File: src/rtl/uart_tx_pkg.sv
// Shared types and constants for the UART TX frame sequencer.
// Optional feature macro used by the top: UART_TX_BREAK_EN (adds BREAK input).
package uart_tx_pkg;

    typedef enum logic [2:0] {
        ST_IDLE,
        ST_START,
        ST_DATA,
        ST_PARITY,
        ST_STOP1,
        ST_STOP2
    } tx_state_e;

    localparam logic PAR_EVEN  = 1'b0;
    localparam logic PAR_ODD   = 1'b1;

    localparam logic IDLE_LVL  = 1'b1;
    localparam logic START_LVL = 1'b0;

endpackage

File: src/rtl/uart_tx_par_calc.sv
// Combinational parity bit for a latched UART data word.
module uart_tx_par_calc
    import uart_tx_pkg::*;
#(
    parameter int DATA_WIDTH = 8
) (
    input  logic [DATA_WIDTH-1:0] data,
    input  logic                  par_typ,
    output logic                  par_bit
);

    assign par_bit = (par_typ == PAR_EVEN) ? ^data : ~^data;

endmodule

File: src/rtl/uart_tx_frame_seq.sv
// UART TX frame sequencer: start, LSB-first data, optional parity, 1/2 stop bits.
// Macro UART_TX_BREAK_EN adds a BREAK input that holds the line low while idle.
//
// state     | meaning
// ST_IDLE   | line high (or low during break), waiting for DATA_VALID
// ST_START  | start bit
// ST_DATA   | data bits, bit_cnt selects the bit
// ST_PARITY | parity bit
// ST_STOP1  | first stop bit
// ST_STOP2  | second stop bit
module uart_tx_frame_seq
    import uart_tx_pkg::*;
#(
    parameter int DATA_WIDTH = 8
) (
    input  logic                  CLK,
    input  logic                  RST,
    input  logic [DATA_WIDTH-1:0] P_DATA,
    input  logic                  DATA_VALID,
    input  logic                  PAR_EN,
    input  logic                  PAR_TYP,
    input  logic                  STOP2,
`ifdef UART_TX_BREAK_EN
    input  logic                  BREAK,
`endif
    output logic                  TX_OUT,
    output logic                  Busy
);

    localparam int CNT_W = $clog2(DATA_WIDTH);
    localparam logic [CNT_W-1:0] LAST_BIT = CNT_W'(DATA_WIDTH - 1);

    tx_state_e             state_q, state_d;
    logic [CNT_W-1:0]      bit_cnt_q, bit_cnt_d;
    logic [DATA_WIDTH-1:0] sh_data_q, sh_data_d;
    logic                  sh_par_en_q, sh_par_en_d;
    logic                  sh_par_typ_q, sh_par_typ_d;
    logic                  sh_stop2_q, sh_stop2_d;
    logic                  tx_q, tx_d;
    logic                  busy_q, busy_d;
    logic                  final_stop, accept, brk, par_bit;

`ifdef UART_TX_BREAK_EN
    assign brk = BREAK;
`else
    assign brk = 1'b0;
`endif

    uart_tx_par_calc #(.DATA_WIDTH(DATA_WIDTH)) u_par_calc (
        .data    (sh_data_q),
        .par_typ (sh_par_typ_q),
        .par_bit (par_bit)
    );

    always_ff @(posedge CLK or negedge RST) begin
        if (!RST) begin
            state_q      <= ST_IDLE;
            bit_cnt_q    <= '0;
            sh_data_q    <= '0;
            sh_par_en_q  <= 1'b0;
            sh_par_typ_q <= 1'b0;
            sh_stop2_q   <= 1'b0;
            tx_q         <= IDLE_LVL;
            busy_q       <= 1'b0;
        end else begin
            state_q      <= state_d;
            bit_cnt_q    <= bit_cnt_d;
            sh_data_q    <= sh_data_d;
            sh_par_en_q  <= sh_par_en_d;
            sh_par_typ_q <= sh_par_typ_d;
            sh_stop2_q   <= sh_stop2_d;
            tx_q         <= tx_d;
            busy_q       <= busy_d;
        end
    end

    always_comb begin
        state_d      = state_q;
        bit_cnt_d    = bit_cnt_q;
        sh_data_d    = sh_data_q;
        sh_par_en_d  = sh_par_en_q;
        sh_par_typ_d = sh_par_typ_q;
        sh_stop2_d   = sh_stop2_q;
        tx_d         = IDLE_LVL;
        busy_d       = 1'b0;

        final_stop = ((state_q == ST_STOP1) && !sh_stop2_q) || (state_q == ST_STOP2);
        accept     = DATA_VALID && (((state_q == ST_IDLE) && !brk) || final_stop);

        case (state_q)
            ST_IDLE:   state_d = ST_IDLE;
            ST_START: begin
                state_d   = ST_DATA;
                bit_cnt_d = '0;
            end
            ST_DATA: begin
                if (bit_cnt_q == LAST_BIT) begin
                    state_d = sh_par_en_q ? ST_PARITY : ST_STOP1;
                end else begin
                    bit_cnt_d = bit_cnt_q + CNT_W'(1);
                end
            end
            ST_PARITY: state_d = ST_STOP1;
            ST_STOP1:  state_d = sh_stop2_q ? ST_STOP2 : ST_IDLE;
            ST_STOP2:  state_d = ST_IDLE;
            default:   state_d = ST_IDLE;
        endcase

        if (accept) begin
            state_d      = ST_START;
            sh_data_d    = P_DATA;
            sh_par_en_d  = PAR_EN;
            sh_par_typ_d = PAR_TYP;
            sh_stop2_d   = STOP2;
        end

        // Line level is computed for the upcoming state so TX_OUT comes straight from a flop.
        case (state_d)
            ST_START:  tx_d = START_LVL;
            ST_DATA:   tx_d = sh_data_q[bit_cnt_d];
            ST_PARITY: tx_d = par_bit;
            default:   tx_d = IDLE_LVL;
        endcase
        busy_d = (state_d != ST_IDLE);

        if ((state_q == ST_IDLE) && brk) begin
            tx_d   = START_LVL;
            busy_d = 1'b1;
        end
    end

    assign TX_OUT = tx_q;
    assign Busy   = busy_q;

endmodule

File: config.mk
export PLATFORM = sky130hd
export DESIGN_NAME = uart_tx_frame_seq
export DESIGN_NICKNAME = d
export VERILOG_FILES = /design/src/rtl/uart_tx_pkg.sv /design/src/rtl/uart_tx_par_calc.sv /design/src/rtl/uart_tx_frame_seq.sv
export SDC_FILE = /design/constraint.sdc
export NUM_CORES = 1
export LEC_CHECK = 0
export ABC_AREA = 1
export ABC_CLOCK_PERIOD_IN_PS = 2150
export CAP_MARGIN = 10
export CORE_UTILIZATION = 35
export CTS_CLUSTER_DIAMETER = 40
export DETAILED_ROUTE_END_ITERATION = 8
export GPL_ROUTABILITY_DRIVEN = 0
export PLACE_DENSITY = 0.66
export SLEW_MARGIN = 15
export SYNTH_ARGS = -nofsm -noshare
export SYNTH_HDL_FRONTEND = slang
export SYNTH_SLANG_ARGS = --single-unit
File: constraint.sdc
create_clock -name CLK -period 2.15 [get_ports CLK]
set_input_delay 0.215 -clock CLK [delete_from_list [all_inputs] [get_ports CLK]]
set_output_delay 0.215 -clock CLK [all_outputs]
set_load 0.03 [all_outputs]
======== Word-level counts from Yosys, hierarchy flattened ========
Index checks and enable logic that the tools add are counted.
cells by class
  mux-type cells .......................... 11
  add/sub/neg operators ................... 1
  $lt $le $gt $ge ......................... 1
  reduce and logical (&&, ||, !) cells .... 9
  equal/unequal tests ..................... 9
operators with widths
  cell                                                                   number
  3-bit 2-to-1 mux                                                       5
  3-bit by 2-bit == test with 1-bit output (second input constant)       4
  3-bit one-hot mux with 4 select lines                                  1
  3-bit == test (second input constant)                                  3
  8-bit XNOR reduction                                                   1
  8-bit parity                                                           1
  3-bit by 1-bit == test with 1-bit output (second input constant)       2
  3-bit one-hot mux with 2 select lines                                  1
  3-bit by 4-bit < comparator with 1-bit output (second input constant)  1
  3-bit by 1-bit adder with 3-bit output (second input constant)         1
  1-bit binary-select mux with 3-bit select                              1
  3-bit logical NOT                                                      1
  1-bit one-hot mux with 3 select lines                                  1
  3-bit nonzero test                                                     1
  1-bit logical AND                                                      2
  1-bit logical OR                                                       2
  1-bit 2-to-1 mux                                                       2
  1-bit logical NOT                                                      1
word-level totals
  logic and storage cells ................. 39
  register bits ........................... 19
  output and inout port bits .............. 2

======== Logic depth before layout (Yosys ltp) ========
  depth after elaboration ................. 8
  mapped depth ............................ 13
  depth with buffers taken out ............ 13

======== Cells and area by module ========
From an unflattened synthesis, not the netlist that was laid out.
second synthesis, totals
  cells, all modules ...................... 152
  area total of the unflattened synthesis .. 1,141.1 um2
modules (own cells, without submodules)
  module             cells each  seq. area each (um2)  area each (um2)  times used
  uart_tx_frame_seq  114         476.7                 977.2            1
  uart_tx_par_calc   38          0.0                   163.9            1

======== Worst setup path before layout ========
No wires, ideal clock.
  path type ............................... reg-to-reg
  start point ............................. reg bit_cnt_q[0]
  end point ............................... reg busy_q (netlist: Busy)
  stages on the path, launching flop included .. 9
  slack ................................... 0.603 ns
  path buffers ............................ 0
  period minus slack after synthesis ...... 1.547 ns
  arrival ................................. 1.416 ns
  cell sequence ........................... dfrtp_1 -> ha_1 -> nand2_1 -> nor2_1 -> nand2_1 -> inv_1 -> nor2_2 -> inv_2 -> or3_1
between the ends
  word-level cells in the longest chain between the ends .. 5
ends and longest elaborated chain
  element                                RTL line                  text
  from (decl)                            uart_tx_frame_seq.sv:34   logic [CNT_W-1:0] bit_cnt_q, bit_cnt_d;
  from (signal assigned)                 uart_tx_frame_seq.sv:67   bit_cnt_q <= bit_cnt_d;
  3-bit == test                          uart_tx_frame_seq.sv:97   if (bit_cnt_q == LAST_BIT) begin
  3-bit 2-to-1 mux                       uart_tx_frame_seq.sv:97
  3-bit one-hot mux with 4 select lines  uart_tx_frame_seq.sv:90   case (state_q)
  3-bit 2-to-1 mux                       uart_tx_frame_seq.sv:109  if (accept) begin
  net state_d[1]                         uart_tx_frame_seq.sv:33   tx_state_e state_q, state_d;
  3-bit nonzero test                     uart_tx_frame_seq.sv:124  busy_d = (state_d != ST_IDLE);
  net busy_d                             uart_tx_frame_seq.sv:40   logic busy_q, busy_d;
  to (signal assigned)                   uart_tx_frame_seq.sv:73   busy_q <= busy_d;
  to (decl)                              uart_tx_frame_seq.sv:40
The timed path passes the listed nets, and every way through them passes these cells.
A chain may end at the register's enable or synchronous reset.

======== Worst setup path in the final report ========
Same ends and word-level chain as after synthesis.

==> flow_summary.ini <==
[logic_synthesis]
synth_cells = 121
synth_cell_types = 25
synth_area_mm2 = 0.00107
synth_edf_count = 0
synth_fp_nets = 136
synth_area_per_cell_um2 = 8.82
yosysMostFrequentCell = nand2_1
async_flop_share_pct = 100
yosysTopAreaCell = dfrtp_1
synth_area_leaders = dfrtp_1 (42%), nand2_1 (8.1%), nand3_1 (7.0%), inv_1 (6.7%), mux2_2 (6.3%)
synth_top_area_share_pct = 42.2
yosys-top-cells-count = nand2_1 (23), inv_1 (19), dfrtp_1 (18)
synth_ff_type = dfrtp_1
synth_warnings = 0
synth-seq-cells = 19
ys_seq_area_share_pct = 44.7

[timing]
tns_ns = 0
fin_crit_sh_pct = 79.3
slew_violations = 0
fin_skew_ns = 0.00838
setup_violations = 0
rsz0062_at_grt = false
finalHoldViolCount = 0
worst_pin_slew_ns = 0.483
maxSlewHeadroom_pct = 67.7
min_period_ns = 1.71
fmax_mhz = 586

[floorplanning]
coreArea_mm2 = 0.00283
die_h_um = 57.2
io_pins = 16
die_x_um = 57.2
dieArea_mm2 = 0.00327
start_util_pct = 37.7
rows = 19

[cts]
cts.htree.levels = 1
cts_buffers = 3
cts_sinks = 19
post-cts-setup-buffers = 0
tritoncts = done
cts_root_buf = clkbuf_4
ctsHoldBuffers = 0
max-clock-path-buffers = 2
cts_resized = 0
cts.clk_slew.worst_paths_ns = 0.10
insertion_delay_ns = 0.29

[grt]
grt_pass1_vias = 830
grt_busiest_layer = met2
grt_usage_pct = 13.4
use_met1_pct = 15.4
overflow = 0
use_met2_pct = 23.4
grt_max_degree = 20
grt_antenna_before_repair = 0
grt_pass1_wl_mm = 3.37
grtUsageMet3_pct = 1.81

[worst_setup_path]
cp_cell_sequence = ha_1 -> nand2_1 -> nor2_1 -> nand2_1 -> inv_1 -> nor2_2 -> inv_2 -> or3_1
start_kind = flip-flop
setup.worst_path.end_class = flip-flop
slowest_delay_ns = 0.43
critical_path.max_fanout = 4
critical_path_class = flip-flop to flip-flop
critPathSlowestCell = dfrtp_1
cpMostUsedCell = nand2_1
cp_data_arrival_time_ns = 1.88
required_ns = 2.32

[outcome]
status = completed

[detailed_routing]
post_drt_wl_per_cell_um = 11.0
antenna_left = 0
wl_mm = 1.88
avgViaCountPerCell = 4.94
vias = 845
drtIter0Drc = 16
drc = 0
drt_pass1_iterations = 4

[cells_and_area]
fillers = 288
final_nets = 156
area_growth_syn_to_layout_pct = 19.8
insertedDiodeCount = 0
layout-drive-gt1-share_pct = 17.1
final_util_pct = 45.2

[flow_run]
maxCapViolCount = 0

[power_and_ir_drop]
p_leak_nw = 0.613
peakVddDrop_uv = 670
powerDensity_mw_per_mm2 = 1620

[placed_design]
port_buffers = 15
hpwl_mm = 1.50

[min_path]
hold_class = input pin to asynchronous set/reset pin
worst paths after layout:
path	endpoint	depth (start not counted)	slack, ns	start
worst max-delay path	Busy	8	0.44	bit_cnt_q[0]
worst min-delay path	sh_data_q[6]	2	0.24	RST
worst max register to register	Busy	8	0.44	bit_cnt_q[0]
worst min register to register	sh_par_typ_q	1	0.54	sh_par_typ_q
max in group asynchronous	TX_OUT	2	1.65	RST
min in group CLK	sh_data_q[7]	3	0.49	P_DATA[7]
where the power goes:
part / switching, mW / internal (mW) / total, mW / leakage [nW]
clock network: 0.0996 / 0.0721 / 0.172 / 0.0150
registers: 0.146 / 0.544 / 0.690 / 0.224
logic: 0.687 / 0.523 / 1.21 / 0.374
total: 0.932 / 1.14 / 2.07 / 0.613
layout by cell type, fill, tap and decap left out:
cell type	n
inv_1	19
o211ai_1	1
xnor2_1	5
clkbuf_4	3
a21oi_1	5
buf_4	1
mux2_2	6
nor3_1	1
nand2_2	2
o21ai_4	1
a211oi_2	1
nand3b_1	3
nor2_2	2
clkbuf_1	1
inv_2	1
a21oi_2	2
mux2_4	1
clkdlybuf4s50_1	15
xor2_1	1
ha_1	1
nor2_1	7
nand3_1	15
dfstp_2	1
nand2_1	23
or3_1	1
dfrtp_1	18
nand2_4	1
nand3_2	2
cell families after synthesis:
logic type / count (synthesis) / share of synthesized area [%]
compound gates: 10 / 7.39
xor+xnor: 6 / 4.92
fa+ha+maj: 1 / 1.17
buf+inv: 21 / 8.09
flops: 19 / 44.7
mux: 7 / 7.74
simple gates: 57 / 26.0
cell type report:
class                           count  area, µm²  share of cell area, %
Timing Repair Buffer               16        158                   12.3
Clock buffer                        4       26.3                   2.05
Tap cell                           31       38.8                   3.03
Inverter                           20       75.1                   5.87
Sequential cell                    19        477                   37.3
Multi-Input combinational cell     81        504                   39.4
critical path, delay by kind of cell (launching register included):
kind	cells	cell delay, ns
simple gates	5	0.78
flops	1	0.43
fa+ha+maj	1	0.26
buf+inv	2	0.10
through the flow:
stage               std cells  hold slack [ns]  worst slack (ns)  power [mW]  area [µm²]
global route              171            0.254             0.313        2.29        1280
global placement          167            0.516             0.507        1.87        1250
finish                    171            0.242             0.445        2.07        1280
floorplan                 121          -0.0806             0.603        1.66        1070
detailed placement        167            0.524             0.465        1.91        1250
CTS                       171            0.246             0.442        2.09        1280
per-layer routing:
metal / up-vias / routed length (µm)
met2: 21 / 972
met3: 4 / 85
met4: 0 / 38
met5: - / 0
li1: 426 / -
met1: 394 / 778
flip-flops by register name, indices dropped and copies added (netlist names):
name,cells
sh_data_q,8
bit_cnt_q,3
state_q,3
Busy,1
TX_OUT,1
sh_par_en_q,1
sh_par_typ_q,1
sh_stop2_q,1
Power figures use the tool's default switching activity.
